$ cat src/rtl/tx_frame_scheduler_pkg.sv
// Shared types and defaults for the transmit frame scheduler.
package tx_frame_scheduler_pkg;

  localparam int DEFAULT_DATA_W        = 12;
  localparam int DEFAULT_FIFO_DEPTH    = 4;
  localparam int DEFAULT_BIT_CYCLES    = 256;
  localparam int DEFAULT_PREAMBLE_BITS = 4;
  localparam int DEFAULT_GUARD_BITS    = 2;

  typedef enum logic [2:0] {
    ST_IDLE     = 3'd0,
    ST_LOAD     = 3'd1,
    ST_PREAMBLE = 3'd2,
    ST_PAYLOAD  = 3'd3,
    ST_GUARD    = 3'd4
  } state_t;

  // Number of transmitted bits spent in a timed state; untimed states report 1
  // so that "bits - 1" never underflows.
  function automatic int unsigned bits_in_state(state_t s, int unsigned pre_bits,
                                                int unsigned data_bits, int unsigned guard_bits);
    int unsigned n;
    n = 1;
    case (s)
      ST_PREAMBLE: n = pre_bits;
      ST_PAYLOAD:  n = data_bits;
      ST_GUARD:    n = guard_bits;
      default:     n = 1;
    endcase
    return n;
  endfunction

endpackage

$ cat src/rtl/tx_frame_scheduler_fifo.sv
// Small synchronous FIFO with registered full/empty flags and an occupancy count.
// The head entry is visible on rd_data without a read latency.
module sync_fifo #(
  parameter int WIDTH = 12,
  parameter int DEPTH = 4
) (
  input  logic                       clk,
  input  logic                       rst,
  input  logic                       push,
  input  logic                       pop,
  input  logic [WIDTH-1:0]           wr_data,
  output logic [WIDTH-1:0]           rd_data,
  output logic                       full,
  output logic                       empty,
  output logic [$clog2(DEPTH):0]     level
);

  localparam int AW = $clog2(DEPTH);
  localparam int LW = AW + 1;

  logic [WIDTH-1:0] mem [DEPTH];
  logic [AW-1:0]    wr_ptr;
  logic [AW-1:0]    rd_ptr;
  logic             do_push;
  logic             do_pop;
  logic [LW-1:0]    level_next;

  assign do_push    = push && !full;
  assign do_pop     = pop && !empty;
  assign level_next = level + LW'(do_push) - LW'(do_pop);
  assign rd_data    = mem[rd_ptr];

  // Storage array; contents need no reset because the pointers define validity.
  always_ff @(posedge clk) begin
    if (do_push) begin
      mem[wr_ptr] <= wr_data;
    end
  end

  // Pointers, count and the pre-decoded flags so full/empty come straight from flops.
  always_ff @(posedge clk) begin
    if (rst) begin
      wr_ptr <= '0;
      rd_ptr <= '0;
      level  <= '0;
      full   <= 1'b0;
      empty  <= 1'b1;
    end else begin
      if (do_push) wr_ptr <= wr_ptr + 1'b1;
      if (do_pop)  rd_ptr <= rd_ptr + 1'b1;
      level <= level_next;
      full  <= (level_next == LW'(DEPTH));
      empty <= (level_next == '0);
    end
  end

endmodule

$ cat src/rtl/tx_frame_scheduler.sv
// Buffers encoder codewords and serialises each one as preamble, payload (MSB
// first) and guard bits towards the BPSK modulator, one bit per BIT_CYCLES clocks.
module tx_frame_scheduler
  import tx_frame_scheduler_pkg::*;
#(
  parameter int DATA_W        = DEFAULT_DATA_W,
  parameter int FIFO_DEPTH    = DEFAULT_FIFO_DEPTH,
  parameter int BIT_CYCLES    = DEFAULT_BIT_CYCLES,
  parameter int PREAMBLE_BITS = DEFAULT_PREAMBLE_BITS,
  parameter int GUARD_BITS    = DEFAULT_GUARD_BITS
) (
  input  logic                          clk,
  input  logic                          rst,
  input  logic                          en,
  input  logic [DATA_W-1:0]             cw_data,
  input  logic                          cw_valid,
  output logic                          cw_ready,
  output logic                          mod_bit,
  output logic                          mod_en,
  output logic                          bit_strobe,
  output logic                          frame_start,
  output logic                          busy,
  output logic                          overflow,
  output logic [$clog2(FIFO_DEPTH):0]   fifo_level
);

  localparam int CNT_W = (BIT_CYCLES > 1) ? $clog2(BIT_CYCLES) : 1;
  localparam int BIT_W = $clog2(DATA_W + PREAMBLE_BITS + GUARD_BITS + 1);

  state_t            state;
  state_t            next_state;
  logic [CNT_W-1:0]  clk_cnt;
  logic [CNT_W-1:0]  clk_cnt_next;
  logic [BIT_W-1:0]  bit_cnt;
  logic [BIT_W-1:0]  bit_cnt_next;
  logic [DATA_W-1:0] shift_reg;
  logic [DATA_W-1:0] shift_next;

  logic              fifo_push;
  logic              fifo_pop;
  logic              fifo_full;
  logic              fifo_empty;
  logic [DATA_W-1:0] fifo_rd_data;

  logic              last_clk;
  logic              last_bit;
  int unsigned       state_bits;

  logic              mod_bit_d;
  logic              mod_en_d;
  logic              bit_strobe_d;
  logic              frame_start_d;
  logic              busy_d;

  // A word arriving while the FIFO is full is dropped; a pop in the same cycle
  // does not free the slot because ready is derived from the registered full flag.
  assign fifo_push = cw_valid && !fifo_full;
  assign fifo_pop  = (state == ST_LOAD);
  assign cw_ready  = !fifo_full;

  sync_fifo #(
    .WIDTH (DATA_W),
    .DEPTH (FIFO_DEPTH)
  ) u_fifo (
    .clk     (clk),
    .rst     (rst),
    .push    (fifo_push),
    .pop     (fifo_pop),
    .wr_data (cw_data),
    .rd_data (fifo_rd_data),
    .full    (fifo_full),
    .empty   (fifo_empty),
    .level   (fifo_level)
  );

  assign state_bits = bits_in_state(state, PREAMBLE_BITS, DATA_W, GUARD_BITS);
  assign last_clk   = (clk_cnt == CNT_W'(BIT_CYCLES - 1));
  assign last_bit   = (bit_cnt == BIT_W'(state_bits - 1));

  // State, bit/clock counters and payload shift register.
  always_ff @(posedge clk) begin
    if (rst) begin
      state     <= ST_IDLE;
      clk_cnt   <= '0;
      bit_cnt   <= '0;
      shift_reg <= '0;
    end else begin
      state     <= next_state;
      clk_cnt   <= clk_cnt_next;
      bit_cnt   <= bit_cnt_next;
      shift_reg <= shift_next;
    end
  end

  // Next state and counter updates; a timed state ends on the wrap of its last bit.
  always_comb begin
    next_state   = state;
    clk_cnt_next = clk_cnt;
    bit_cnt_next = bit_cnt;
    shift_next   = shift_reg;
    case (state)
      ST_IDLE: begin
        clk_cnt_next = '0;
        bit_cnt_next = '0;
        if (en && !fifo_empty) next_state = ST_LOAD;
      end
      ST_LOAD: begin
        clk_cnt_next = '0;
        bit_cnt_next = '0;
        shift_next   = fifo_rd_data;
        next_state   = ST_PREAMBLE;
      end
      ST_PREAMBLE, ST_PAYLOAD, ST_GUARD: begin
        if (last_clk) begin
          clk_cnt_next = '0;
          if (last_bit) begin
            bit_cnt_next = '0;
            case (state)
              ST_PREAMBLE: next_state = ST_PAYLOAD;
              ST_PAYLOAD:  next_state = ST_GUARD;
              default:     next_state = ST_IDLE;
            endcase
          end else begin
            bit_cnt_next = bit_cnt + 1'b1;
            if (state == ST_PAYLOAD) shift_next = shift_reg << 1;
          end
        end else begin
          clk_cnt_next = clk_cnt + 1'b1;
        end
      end
      default: begin
        next_state   = ST_IDLE;
        clk_cnt_next = '0;
        bit_cnt_next = '0;
      end
    endcase
  end

  // Output values for the coming cycle, derived from the next state so they can be registered.
  always_comb begin
    mod_bit_d     = 1'b0;
    mod_en_d      = 1'b0;
    bit_strobe_d  = 1'b0;
    frame_start_d = (state == ST_LOAD) && (next_state == ST_PREAMBLE);
    busy_d        = (next_state != ST_IDLE);
    case (next_state)
      ST_PREAMBLE: begin
        mod_en_d     = 1'b1;
        mod_bit_d    = ~bit_cnt_next[0];
        bit_strobe_d = (clk_cnt_next == '0);
      end
      ST_PAYLOAD: begin
        mod_en_d     = 1'b1;
        mod_bit_d    = shift_next[DATA_W-1];
        bit_strobe_d = (clk_cnt_next == '0);
      end
      ST_GUARD: begin
        bit_strobe_d = (clk_cnt_next == '0);
      end
      default: begin
        mod_en_d = 1'b0;
      end
    endcase
  end

  // Registered outputs; overflow stays set until reset.
  always_ff @(posedge clk) begin
    if (rst) begin
      mod_bit     <= 1'b0;
      mod_en      <= 1'b0;
      bit_strobe  <= 1'b0;
      frame_start <= 1'b0;
      busy        <= 1'b0;
      overflow    <= 1'b0;
    end else begin
      mod_bit     <= mod_bit_d;
      mod_en      <= mod_en_d;
      bit_strobe  <= bit_strobe_d;
      frame_start <= frame_start_d;
      busy        <= busy_d;
      overflow    <= overflow | (cw_valid & fifo_full);
    end
  end

endmodule

$ cat config.mk
export PLATFORM = sky130hd
export DESIGN_NAME = tx_frame_scheduler
export DESIGN_NICKNAME = d
export VERILOG_FILES = /design/src/rtl/tx_frame_scheduler_pkg.sv /design/src/rtl/tx_frame_scheduler_fifo.sv /design/src/rtl/tx_frame_scheduler.sv
export SDC_FILE = /design/constraint.sdc
export NUM_CORES = 1
export LEC_CHECK = 0
export ABC_AREA = 1
export ABC_CLOCK_PERIOD_IN_PS = 4800
export BUFFER_PORTS_ARGS = -buffer_cell sky130_fd_sc_hd__buf_2
export CORE_UTILIZATION = 40
export DETAILED_ROUTE_END_ITERATION = 6
export HOLD_SLACK_MARGIN = 0.06
export PLACE_DENSITY = 0.66
export SYNTH_ARGS = -nofsm -noshare
export SYNTH_HDL_FRONTEND = slang
export SYNTH_SLANG_ARGS = --single-unit
$ cat constraint.sdc
create_clock -name clk -period 4.8 [get_ports clk]
set_clock_uncertainty 0.2 [all_clocks]
set_input_delay 1.44 -clock clk [delete_from_list [all_inputs] [get_ports clk]]
set_output_delay 1.44 -clock clk [all_outputs]
set_load 0.1 [all_outputs]
# Word level (Yosys, flattened, before mapping)

Memories as Yosys holds them, arrays and structs flattened. A register that Yosys moved wholly into a read port is not among the register bits.
Index checks and enable logic that the tools add are counted.
Widths: inputs -> output; s select.

Register bits: 43
Bits in writable memories: 48
Output and inout port bits: 10
Logic and storage cells: 82
Memories kept: 1

Add/sub/neg operators: 7
Eq/ne operators: 13
Mux-type cells: 21
Bitwise logic cells: 5
Reduce and logical (&&, ||, !) cells: 18

Memory list:

| memory     | depth | width | read ports | clocked after Yosys merged registers in | wr ports | RTL line                      | RTL |
|---|---|---|---|---|---|---|---|
| u_fifo.mem | 4     | 12    | 1          | 1                                       | 1        | tx_frame_scheduler_fifo.sv:21 | `logic [WIDTH-1:0] mem [DEPTH];` |

Operators with widths:

| operator            | number |
|---|---|
| $mux 12             | 3 |
| $pmux 12 s2         | 1 |
| $mux 8              | 2 |
| $eq 3x2->1 const B  | 4 |
| $pmux 4 s3          | 1 |
| $eq 3x3->1 const B  | 3 |
| $mux 3              | 3 |
| $pmux 3 s3          | 1 |
| $add 8x1->8 const B | 1 |
| $eq 8x8->1 const B  | 1 |
| $logic_not 8->1     | 1 |
| $logic_not 3->1     | 2 |
| $ne 2x2->1 const B  | 3 |
| $pmux 3 s2          | 1 |
| $reduce_or 2->1     | 3 |
| $reduce_or 3->1     | 2 |
| $add 5x1->5 const B | 1 |
| $eq 5x5->1          | 1 |
| $logic_and 1x1->1   | 5 |
| $mux 1              | 5 |
| $mux 5              | 1 |
| $sub 5x1->5 const B | 1 |
| $add 2x1->2 const B | 2 |
| $mux 2              | 2 |
| 11 further kinds    | 14 |

# Longest topological paths before layout

Gate-level depths: netlist of the first run.

Word-level depth: 11
Depth in mapped cells: 14

# Cells and area by module

From an unflattened synthesis of the first run, not the netlist that was laid out.

Cells, all modules: 417
Area, all modules: 4117.7 um^2

Modules (own cells, without submodules):

| module             | instances | cells an instance | area an instance (um^2) | seq. area each (um^2) |
|---|---|---|---|---|
| sync_fifo          | 1         | 189               | 2317.2                  | 1661.6 |
| tx_frame_scheduler | 1         | 228               | 1800.5                  | 680.7 |

# Least setup slack after synthesis of the first run

No wires, ideal clock.

Kind: in2reg
Start: input cw_valid
End: register u_fifo.full
Setup time: 0.064 ns
Data arrival time: 2.551 ns
Data required time: 4.536 ns
Slack: 1.985 ns
Stages on the path: 8
Buffers on the path: 0
Cells stage by stage: nand2_1 > inv_1 > ha_1 > inv_1 > fa_1 > xnor2_1 > nand2_1 > nor2_1

Longest elaborated chain between the ends: 5

RTL lines:

| item                     | RTL line                      | RTL |
|---|---|---|
| start, declared          | tx_frame_scheduler.sv:16      | `input logic cw_valid,` |
| $logic_and 1x1->1        | tx_frame_scheduler.sv:57      | `assign fifo_push = cw_valid && !fifo_full;` |
| $logic_and 1x1->1        | tx_frame_scheduler_fifo.sv:28 | `assign do_push = push && !full;` |
| named net u_fifo.do_push | tx_frame_scheduler_fifo.sv:24 | `logic do_push;` |
| $add 3x1->3              | tx_frame_scheduler_fifo.sv:30 | `assign level_next = level + LW'(do_push) - LW'(do_pop);` |
| $sub 3x1->3              | tx_frame_scheduler_fifo.sv:30 |  |
| $eq 3x3->1               | tx_frame_scheduler_fifo.sv:52 | `full <= (level_next == LW'(DEPTH));` |
| end signal, assigned     | tx_frame_scheduler_fifo.sv:52 |  |
| end, declared            | tx_frame_scheduler_fifo.sv:13 | `output logic full,` |

The timed path passes the listed nets, and every way through them passes these cells.
A chain may end at the register's enable or synchronous reset.

# Worst setup path after layout of the first run

Start: register u_fifo.level[1]
End: output fifo_level[1]

RTL lines:

| item                   | RTL line                      | RTL |
|---|---|---|
| start, declared        | tx_frame_scheduler_fifo.sv:15 | `output logic [$clog2(DEPTH):0] level` |
| start signal, assigned | tx_frame_scheduler_fifo.sv:51 | `level <= level_next;` |
| end, declared          | tx_frame_scheduler.sv:24      | `output logic [$clog2(FIFO_DEPTH):0] fifo_level` |

No word-level cell between the ends.

==> impl_metrics.toml, run 1 <==
[run_status]
status = "complete, no violations"

[job]
cap_violations = 0

[sta]
tns_ps = 0
rsz0062_at_grt = "no"
fin_crit_ps = 2860
max_slew_margin_pct = 32.3
min_period_over_period_pct = 59.6
finalMaxSlewViolations = 0
tightest_slew_ps = 1010
setup_viol = 0
hold_violations = 0
fmax_mhz = 349
whs_ps = 273

[final_layout]
nNetsFinal = 454
diodes = 0
drive_above_1_share_pct = 15.4
fin_area_mm2 = 0.00436
mostFrequentLayoutCell = "nand2_1"
fillers = 906
layout.cells.non_filler = 563
layout_common_cells = "nand2_1, nand3_1, edfxtp_1, dfxtp_1, inv_1"
syn_to_final_growth_pct = 10.7
largest_reg_flops = 48

[yosys]
synth_top_flop_cell = "edfxtp_1"
synth_cells = 408
ys.warnings.count = 0
synth-seq-cells = 93
synth_sequential_area_ratio_pct = 59.5
async_flop_share_pct = 0
synth_edf_count = 48
synth_nets = 433
syn_area_per_cell_um2 = 9.65
syn_area_mm2 = 0.00394
synth_cell_types = 36

[setup_path]
path_delay_family = "buffers and inverters"
critPathLaunchType = "flip-flop"
crit_type = "flip-flop to primary output"
cp_num_buf_inv = 1
worstPathRequired_ps = 3160
crit_slowest_cell = "buf_2"
arrival_ps = 1220
reg2reg_from = "state[0]$_SDFF_PP0_"
endpoint_kind = "primary output"
critPathMaxFanout = 3
cp_cell_sequence = "buf_2"
cp_slowest_stage_delay_ps = 460
r2r_end = "u_fifo.full$_SDFF_PP0_"
crit_start = "u_fifo.level[1]$_SDFF_PP0_"
r2r_slack_ps = 1990
reg2regPathDepth = 10

[detailed_routing]
wl_um = 7000
drt-wirelength-per-cell_um = 12.4
drc = 0
ant_nets = 0
drt-initial-drc-count = 128
viasPerCell = 4.91
firstDrtPassIters = 4
vias = 2765

[placed_design]
hpwl_um = 4970
io_buffer_count = 25
dp_cells = 547
placed_area_mm2 = 0.00416
place_congestion = 0.782

[clock_network]
path_clk_slew_ps = 100
htreeDepth = 3
clock_sinks = 93
ctsHoldBuffers = 0
clock_latency_ps = 360
cts_tree = "built"
cts_buffers = 9
cts-root-buf = "clkbuf_8"
ctsLongestPathBuffers = 2
ctsResizeCount = 0
postCtsSetupBuffers = 0

[global_route]
grt_max_degree = 30
antenna_found_initial = 0
grtUsageTotal_pct = 14.9
grt_pass1_vias = 2473
overflow = 0
grt_pass1_wl_um = 11700

[min_path]
hp-start = "u_fifo.rd_ptr[1]$_SDFFE_PP0P_"
min_path_type = "flip-flop to flip-flop"
hold_end = "u_fifo.rd_ptr[1]$_SDFFE_PP0P_"
whs_path_depth = 2

[floorplan]
core_mm2 = 0.00937
die_w_um = 101
start_util_pct = 42.0
die_h_um = 101
die-area_mm2 = 0.0102
fp-row-count = 35
io_pins = 26

[power_and_ir_drop]
power.density_mw_per_mm2 = 436
power_leakage_nw = 1.71
ir_drop_mv = 0.250
[cell families after synthesis]
logic type	count (synthesis)	synth area share, %
xor gates and xnor gates	4	0.890
buffers and inverters	55	5.59
AOI/OAI and AO/OA	41	5.91
DFF	93	59.5
and+or+nand+nor	206	25.1
adders and majority gates	9	3.05
[per-stage QoR]
step	utilization [%]	total power, W	setup WS, ps
after global routing	46.5	0.00200	1750
after detailed placement	44.3	0.00139	1630
after floorplan	-	0.00131	1990
after global placement	44.3	0.00138	1710
after CTS	46.5	0.00192	1900
final	46.5	0.00190	1940
[routing by layer]
metal	wire length [µm]	vias to the layer above	global-route usage (%)	share of wire, %
met1	3430	1287	20.3	49
met5	0	-	0	0
li1	-	1419	-	-
met4	30	0	4.35	0.43
met2	3190	57	23.1	46
met3	347	2	4.55	5.0
[cells in the mapped netlist (4+ instances only)]
library cell | number | area (µm²)
a21oi_1 | 11 | 55.1
a31oi_1 | 10 | 62.6
clkbuf_1 | 11 | 41.3
dfxtp_1 | 45 | 901
edfxtp_1 | 48 | 1440
ha_1 | 8 | 100
inv_1 | 37 | 139
nand2_1 | 74 | 278
nand2_2 | 9 | 56.3
nand3_1 | 66 | 330
nand3_2 | 4 | 40.0
nor2_1 | 32 | 120
nor3_1 | 6 | 30.0
o21ai_0 | 10 | 50.1
o21ai_1 | 4 | 20.0
[worst max path at each step]
stage                                 end  slack [ps]  cells past startpoint
2_1_floorplan      u_fifo.full$_SDFF_PP0_        1990                      8
3_3_place_gp   u_fifo.mem[0][4]$_DFFE_PP_        1710                      3
3_5_place_dp   u_fifo.mem[0][4]$_DFFE_PP_        1630                      3
4_1_cts                     fifo_level[1]        1900                      1
5_1_grt            u_fifo.full$_SDFF_PP0_        1750                     10
6_report                    fifo_level[1]        1940                      1
[layout make-up]
cell class	count	area (µm²)	area share [%]
Tap cell	129	161	3.70
Multi-Input combinational cell	260	1380	31.6
Clock inverter	7	82.6	1.89
Inverter	40	150	3.44
Clock buffer	9	124	2.84
Sequential cell	93	2340	53.7
Timing Repair Buffer	25	125	2.87
[power by group]
group	switching (W)	internal [W]	leakage (nW)
combinational	0.000308	0.0000948	0.796
clock	0.000285	0.000248	0.107
sequential	0.0000414	0.000924	0.805
total	0.000634	0.00127	1.71
Note: power is estimated with default switching activity, not from simulation.
==> inputs of run 2 (changes only) <==
ABC_AREA = 0   (was 1)
ABC_CLOCK_PERIOD_IN_PS = 2500   (was 4800)
PLACE_DENSITY = 0.68   (was 0.66)
clock period = 2.5 ns   (was 4.8 ns; I/O delays follow)
==> impl_metrics.toml, run 2 <==
[run_status]
status = "complete, no violations"

[yosys]
syn_area_per_cell_um2 = 12.7
netlist_top_cells_area = "edfxtp_1, dfxtp_1, mux4_2, nor2_1, nand2_1"
synth_cell_types = 49
synthAdderAreaFrac_pct = 3.11
synth_sequential_area_ratio_pct = 60.6
synth_nets = 329
synth_edf_count = 48
ys.warnings.count = 0
synth_top_family_by_area = "simple AND/OR/NAND/NOR gates"
synth_xor_area_share_pct = 3.62
synth_cells = 304
synth_top_flop_cell = "edfxtp_1"
yosysMostFrequentCell = "edfxtp_1"
synth_common_cells = "edfxtp_1, dfxtp_1, nor2_1"
synthMuxAreaShare_pct = 7.64
synth_top_area_share_pct = 37.3
async_flop_share_pct = 0
syn_area_mm2 = 0.00387
synth_top_area_cell = "edfxtp_1"
synth-compound-area-share_pct = 8.06
synth-seq-cells = 93
synth-simple-area-share_pct = 14.1

[final_layout]
utilization_pct = 47.7
syn_to_final_growth_pct = 14.6
largest_reg_flops = 48
diodes = 0
mostFrequentLayoutCell = "edfxtp_1"
layout.cells.non_filler = 474
drive_above_1_share_pct = 25.5
fillers = 840
layout_common_cells = "edfxtp_1, dfxtp_1, nor2_1, nand2_1, buf_2"
nNetsFinal = 365
fin_area_mm2 = 0.00443

[clock_network]
cts_tree = "built"
htreeDepth = 3
cts_buffers = 9
ctsHoldBuffers = 0
clock_sinks = 93
postCtsSetupBuffers = 0
clock_latency_ps = 370
path_clk_slew_ps = 90
ctsLongestPathBuffers = 2
ctsResizeCount = 0
cts-root-buf = "clkbuf_8"

[setup_path]
crit_type = "flip-flop to flip-flop"
r2r_slack_ps = 110
crit_slowest_cell = "a221o_1"
worstPathRequired_ps = 2560
reg2reg_from = "state[1]$_SDFF_PP0_"
path_delay_family = "compound AO/OA/AOI/OAI gates"
cp_slowest_stage_delay_ps = 360
cp_num_buf_inv = 1
r2r_end = "mod_bit$_SDFF_PP0_"
cp_cell_sequence = "buf_4, or2b_2, xor2_1, o211ai_4, and2_4, a221o_1, o211a_1"
endpoint_kind = "flip-flop"
critPathMaxFanout = 14
arrival_ps = 2450
critPathLaunchType = "flip-flop"
reg2regPathDepth = 7

[power_and_ir_drop]
ir_drop_mv = 0.486
power.total_w = 0.00388
power.density_mw_per_mm2 = 876
power_leakage_nw = 1.56

[sta]
hold_violations = 0
tightest_slew_ps = 491
setup_viol = 0
min_period_over_period_pct = 95.7
finalMaxSlewViolations = 0
max_slew_margin_pct = 67.5
rsz0062_at_grt = "no"
tns_ps = 0
fin_crit_ps = 2390
fmax_mhz = 418

[job]
cap_violations = 0

[detailed_routing]
ant_nets = 0
drt-wirelength-per-cell_um = 13.9
viasPerCell = 4.97
vias = 2354
drt-initial-drc-count = 124
firstDrtPassIters = 4
wl_um = 6590
drc = 0

[floorplan]
start_util_pct = 41.7
core_mm2 = 0.00928
die_h_um = 100
die-area_mm2 = 0.0101
fp-row-count = 35
die_w_um = 100
io_pins = 26

[global_route]
grtUsageTotal_pct = 14.6
antenna_found_initial = 0
overflow = 0
grt_max_degree = 23
grt_pass1_vias = 2428
grt_pass1_wl_um = 11200

[placed_design]
dp_cells = 457
place_congestion = 0.761
placed_area_mm2 = 0.00420
hpwl_um = 4440
io_buffer_count = 25

[min_path]
hp-start = "shift_reg[10]$_SDFFE_PP0P_"
whs_path_depth = 2
min_path_type = "flip-flop to flip-flop"
hold_end = "shift_reg[10]$_SDFFE_PP0P_"
==> run 2: cell count changes in the layout (fill, tap and decap cells not counted), sizes merged, moves of 12 or more <==
cell | previous run | this run
mux4 | 0 | 12
inv | 42 | 11
nand2 | 86 | 33
o21ai | 14 | 1
buf | 25 | 39
nand3 | 71 | 9
==> run 2: per-stage QoR <==
step	setup slack, ps	hold WS (ps)
2_1_floorplan	-4.10	244
5_1_grt	16.0	295
6_report	108	273
3_3_place_gp	105	244
3_5_place_dp	60.1	261
4_1_cts	108	278
==> run 2: cell families (layout without fill, tap and decap cells) <==
| group | count (synthesis) | count (layout) |
|---|---|---|
| simple gates | 113 | 113 |
| flops | 93 | 93 |
| compound gates | 36 | 36 |
| buf+inv | 23 | 64 |
| xor+xnor | 16 | 16 |
| mux | 14 | 14 |
| fa+ha+maj | 9 | 9 |
==> run 2: area by class of cell <==
cell class | instances | area (µm²) | area share, %
Sequential cell | 93 | 2340 | 52.9
Clock inverter | 6 | 96.3 | 2.17
Clock buffer | 10 | 128 | 2.88
Inverter | 9 | 33.8 | 0.762
Timing Repair Buffer | 39 | 230 | 5.19
Tap cell | 129 | 161 | 3.64
Multi-Input combinational cell | 188 | 1440 | 32.5
==> run 2: metal layers <==
metal  vias to the layer above  GRT usage, %  wire length, µm
li1                       1166             -                -
met1                      1142          19.3             3250
met2                        36          22.8             3030
met3                        10          3.90              215
met4                         0          6.02               95
met5                         -             0                0
==> run 2: worst max path at each step <==
stage                                   start                endpoint  slack, ps  depth (start not counted)
after floorplan           state[0]$_SDFF_PP0_  u_fifo.full$_SDFF_PP0_         -4                         13
after global placement               cw_valid  u_fifo.full$_SDFF_PP0_        100                          9
after detailed placement             cw_valid  u_fifo.full$_SDFF_PP0_         60                          9
after CTS                 state[0]$_SDFF_PP0_  u_fifo.full$_SDFF_PP0_        110                         12
after global routing      state[0]$_SDFF_PP0_  u_fifo.full$_SDFF_PP0_         20                         12
final                     state[1]$_SDFF_PP0_      mod_bit$_SDFF_PP0_        110                          7
==> run 2: worst min-delay path, stage by stage, from the launching register on <==
cell	delay, ps
dfxtp_1	320
nand3_1	60
a21oi_1	50
==> run 2: report_power, final <==
part	total, W	switching, W	internal, W
combinational	0.000892	0.000599	0.000293
sequential	0.00187	0.0000802	0.00179
clock	0.00112	0.000541	0.000576
total	0.00388	0.00122	0.00266
==> inputs of run 3 (changes only) <==
SETUP_SLACK_MARGIN = 0.15   (was not set)
==> impl_metrics.toml, run 3 (same netlist as run 2, synthesis figures left out) <==
[setup_path]
path_delay_family = "adder cells"
arrival_ps = 2380
endpoint_kind = "flip-flop"
cp_cell_sequence = "nor2b_4, nand2b_4, nor2_4, ha_4, inv_2, ha_4, inv_2, fa_2, xor2_2, xnor2_1, nor2_2, and3_1"
worstPathRequired_ps = 2550
cp_num_buf_inv = 2
crit_type = "flip-flop to flip-flop"
crit_slowest_cell = "fa_2"
critPathLaunchType = "flip-flop"
r2r_slack_ps = 180
critPathMaxFanout = 3
cp_slowest_stage_delay_ps = 360

[floorplan]
fp-row-count = 35
core_mm2 = 0.00928
start_util_pct = 41.7
die-area_mm2 = 0.0101
die_h_um = 100
die_w_um = 100
io_pins = 26

[global_route]
top_usage_layer = "met2"
grt_pass1_vias = 2285
grt_pass1_wl_um = 11200
grt_util_met3_pct = 4.53
grt_max_degree = 25
use_met1_pct = 19.7
grtUsageTotal_pct = 14.7
met2_usage_pct = 22.9
antenna_found_initial = 0
overflow = 0

[detailed_routing]
vias = 2384
wl_um = 6790
drt-wirelength-per-cell_um = 14.3
firstDrtPassIters = 4
drc = 0
viasPerCell = 5.02
ant_nets = 0
drt-initial-drc-count = 102

[final_layout]
largest_reg_flops = 48
diodes = 0
mostFrequentLayoutCell = "edfxtp_1"
utilization_pct = 48.2
syn_to_final_growth_pct = 15.6
nNetsFinal = 367
layout.cells.non_filler = 475
layout_common_cells = "edfxtp_1, dfxtp_1, nor2_1, nand2_1, buf_2"
drive_above_1_share_pct = 30.1

[sta]
min_period_over_period_pct = 93.0
tightest_slew_ps = 494
fmax_mhz = 430
setup_viol = 0
fin_crit_ps = 2320
finalMaxSlewViolations = 0
rsz0062_at_grt = "yes"
hold_violations = 0
whs_ps = 268
max_slew_margin_pct = 67.3

[run_status]
status = "complete, no violations"

[power_and_ir_drop]
ir_drop_mv = 0.450
power.density_mw_per_mm2 = 836
power_leakage_nw = 1.55

[placed_design]
dp_cells = 457
io_buffer_count = 25
hpwl_um = 4520
place_congestion = 0.765

[clock_network]
htreeDepth = 3
clock_sinks = 93
cts-root-buf = "clkbuf_8"
cts_buffers = 9
ctsHoldBuffers = 0
clock_latency_ps = 360
ctsLongestPathBuffers = 2
cts_tree = "built"
path_clk_slew_ps = 80

[min_path]
min_path_type = "flip-flop to flip-flop"

[job]
cap_violations = 0
[run 3: cell count changes in the layout (fill, tap and decap cells not counted), sizes merged]
cell    delta
buf        +2
clkinv     -1
bufinv     -2
clkbuf     -1
inv        +3
[run 3: per-stage QoR]
stage               setup slack, ps  setup TNS, ps  instance area (µm²)  total power, W
floorplan                     -3.57          -3.57                 3910         0.00260
global placement               86.4              0                 4200         0.00278
detailed placement             16.8              0                 4200         0.00280
CTS                             171              0                 4390         0.00373
global route                   85.7              0                 4470         0.00393
finish                          175              0                 4470         0.00374
[run 3: worst min-delay path: stages (launching register included)]
cell and delay [ps]:
dfxtp_1 320, nand3_1 60, a21oi_1 50
[run 3: final timing paths]
check | cells past startpoint | from | endpoint
setup / recovery | 12 | state[0]$_SDFF_PP0_ | u_fifo.full$_SDFF_PP0_
hold / removal | 2 | shift_reg[10]$_SDFFE_PP0P_ | shift_reg[10]$_SDFFE_PP0P_
setup reg to reg | 12 | state[0]$_SDFF_PP0_ | u_fifo.full$_SDFF_PP0_
hold reg to reg | 2 | shift_reg[10]$_SDFFE_PP0P_ | shift_reg[10]$_SDFFE_PP0P_
[run 3: where the power goes]
group / leakage (nW) / switching [W] / internal [W]
Combinational: 0.653 / 0.000621 / 0.000319
Clock: 0.0875 / 0.000541 / 0.000374
Sequential: 0.809 / 0.0000892 / 0.00180
[run 3: metal layers]
layer  part of all wire [%]  vias to the layer above
li1                       -                     1175
met4                    1.1                        0
met2                     47                       41
met1                     48                     1160
met5                      0                        -
met3                    3.4                        8
[run 3: timing repair]
item	in CTS	in global routing
endpoints found under the setup margin	2	17
endpoints found under the hold margin	0	0
buffers inserted	2	1
gates resized for setup	1	16
pin swaps	2	6
[run 3: layout make-up]
class	instances	area [µm²]
sequential	93	2350
multi-input combinational	188	1500
tap	129	161
inverter	9	33.8
clock buffer	9	124
fill	836	4810
clock inverter	6	51.3
timing repair buffer	41	245
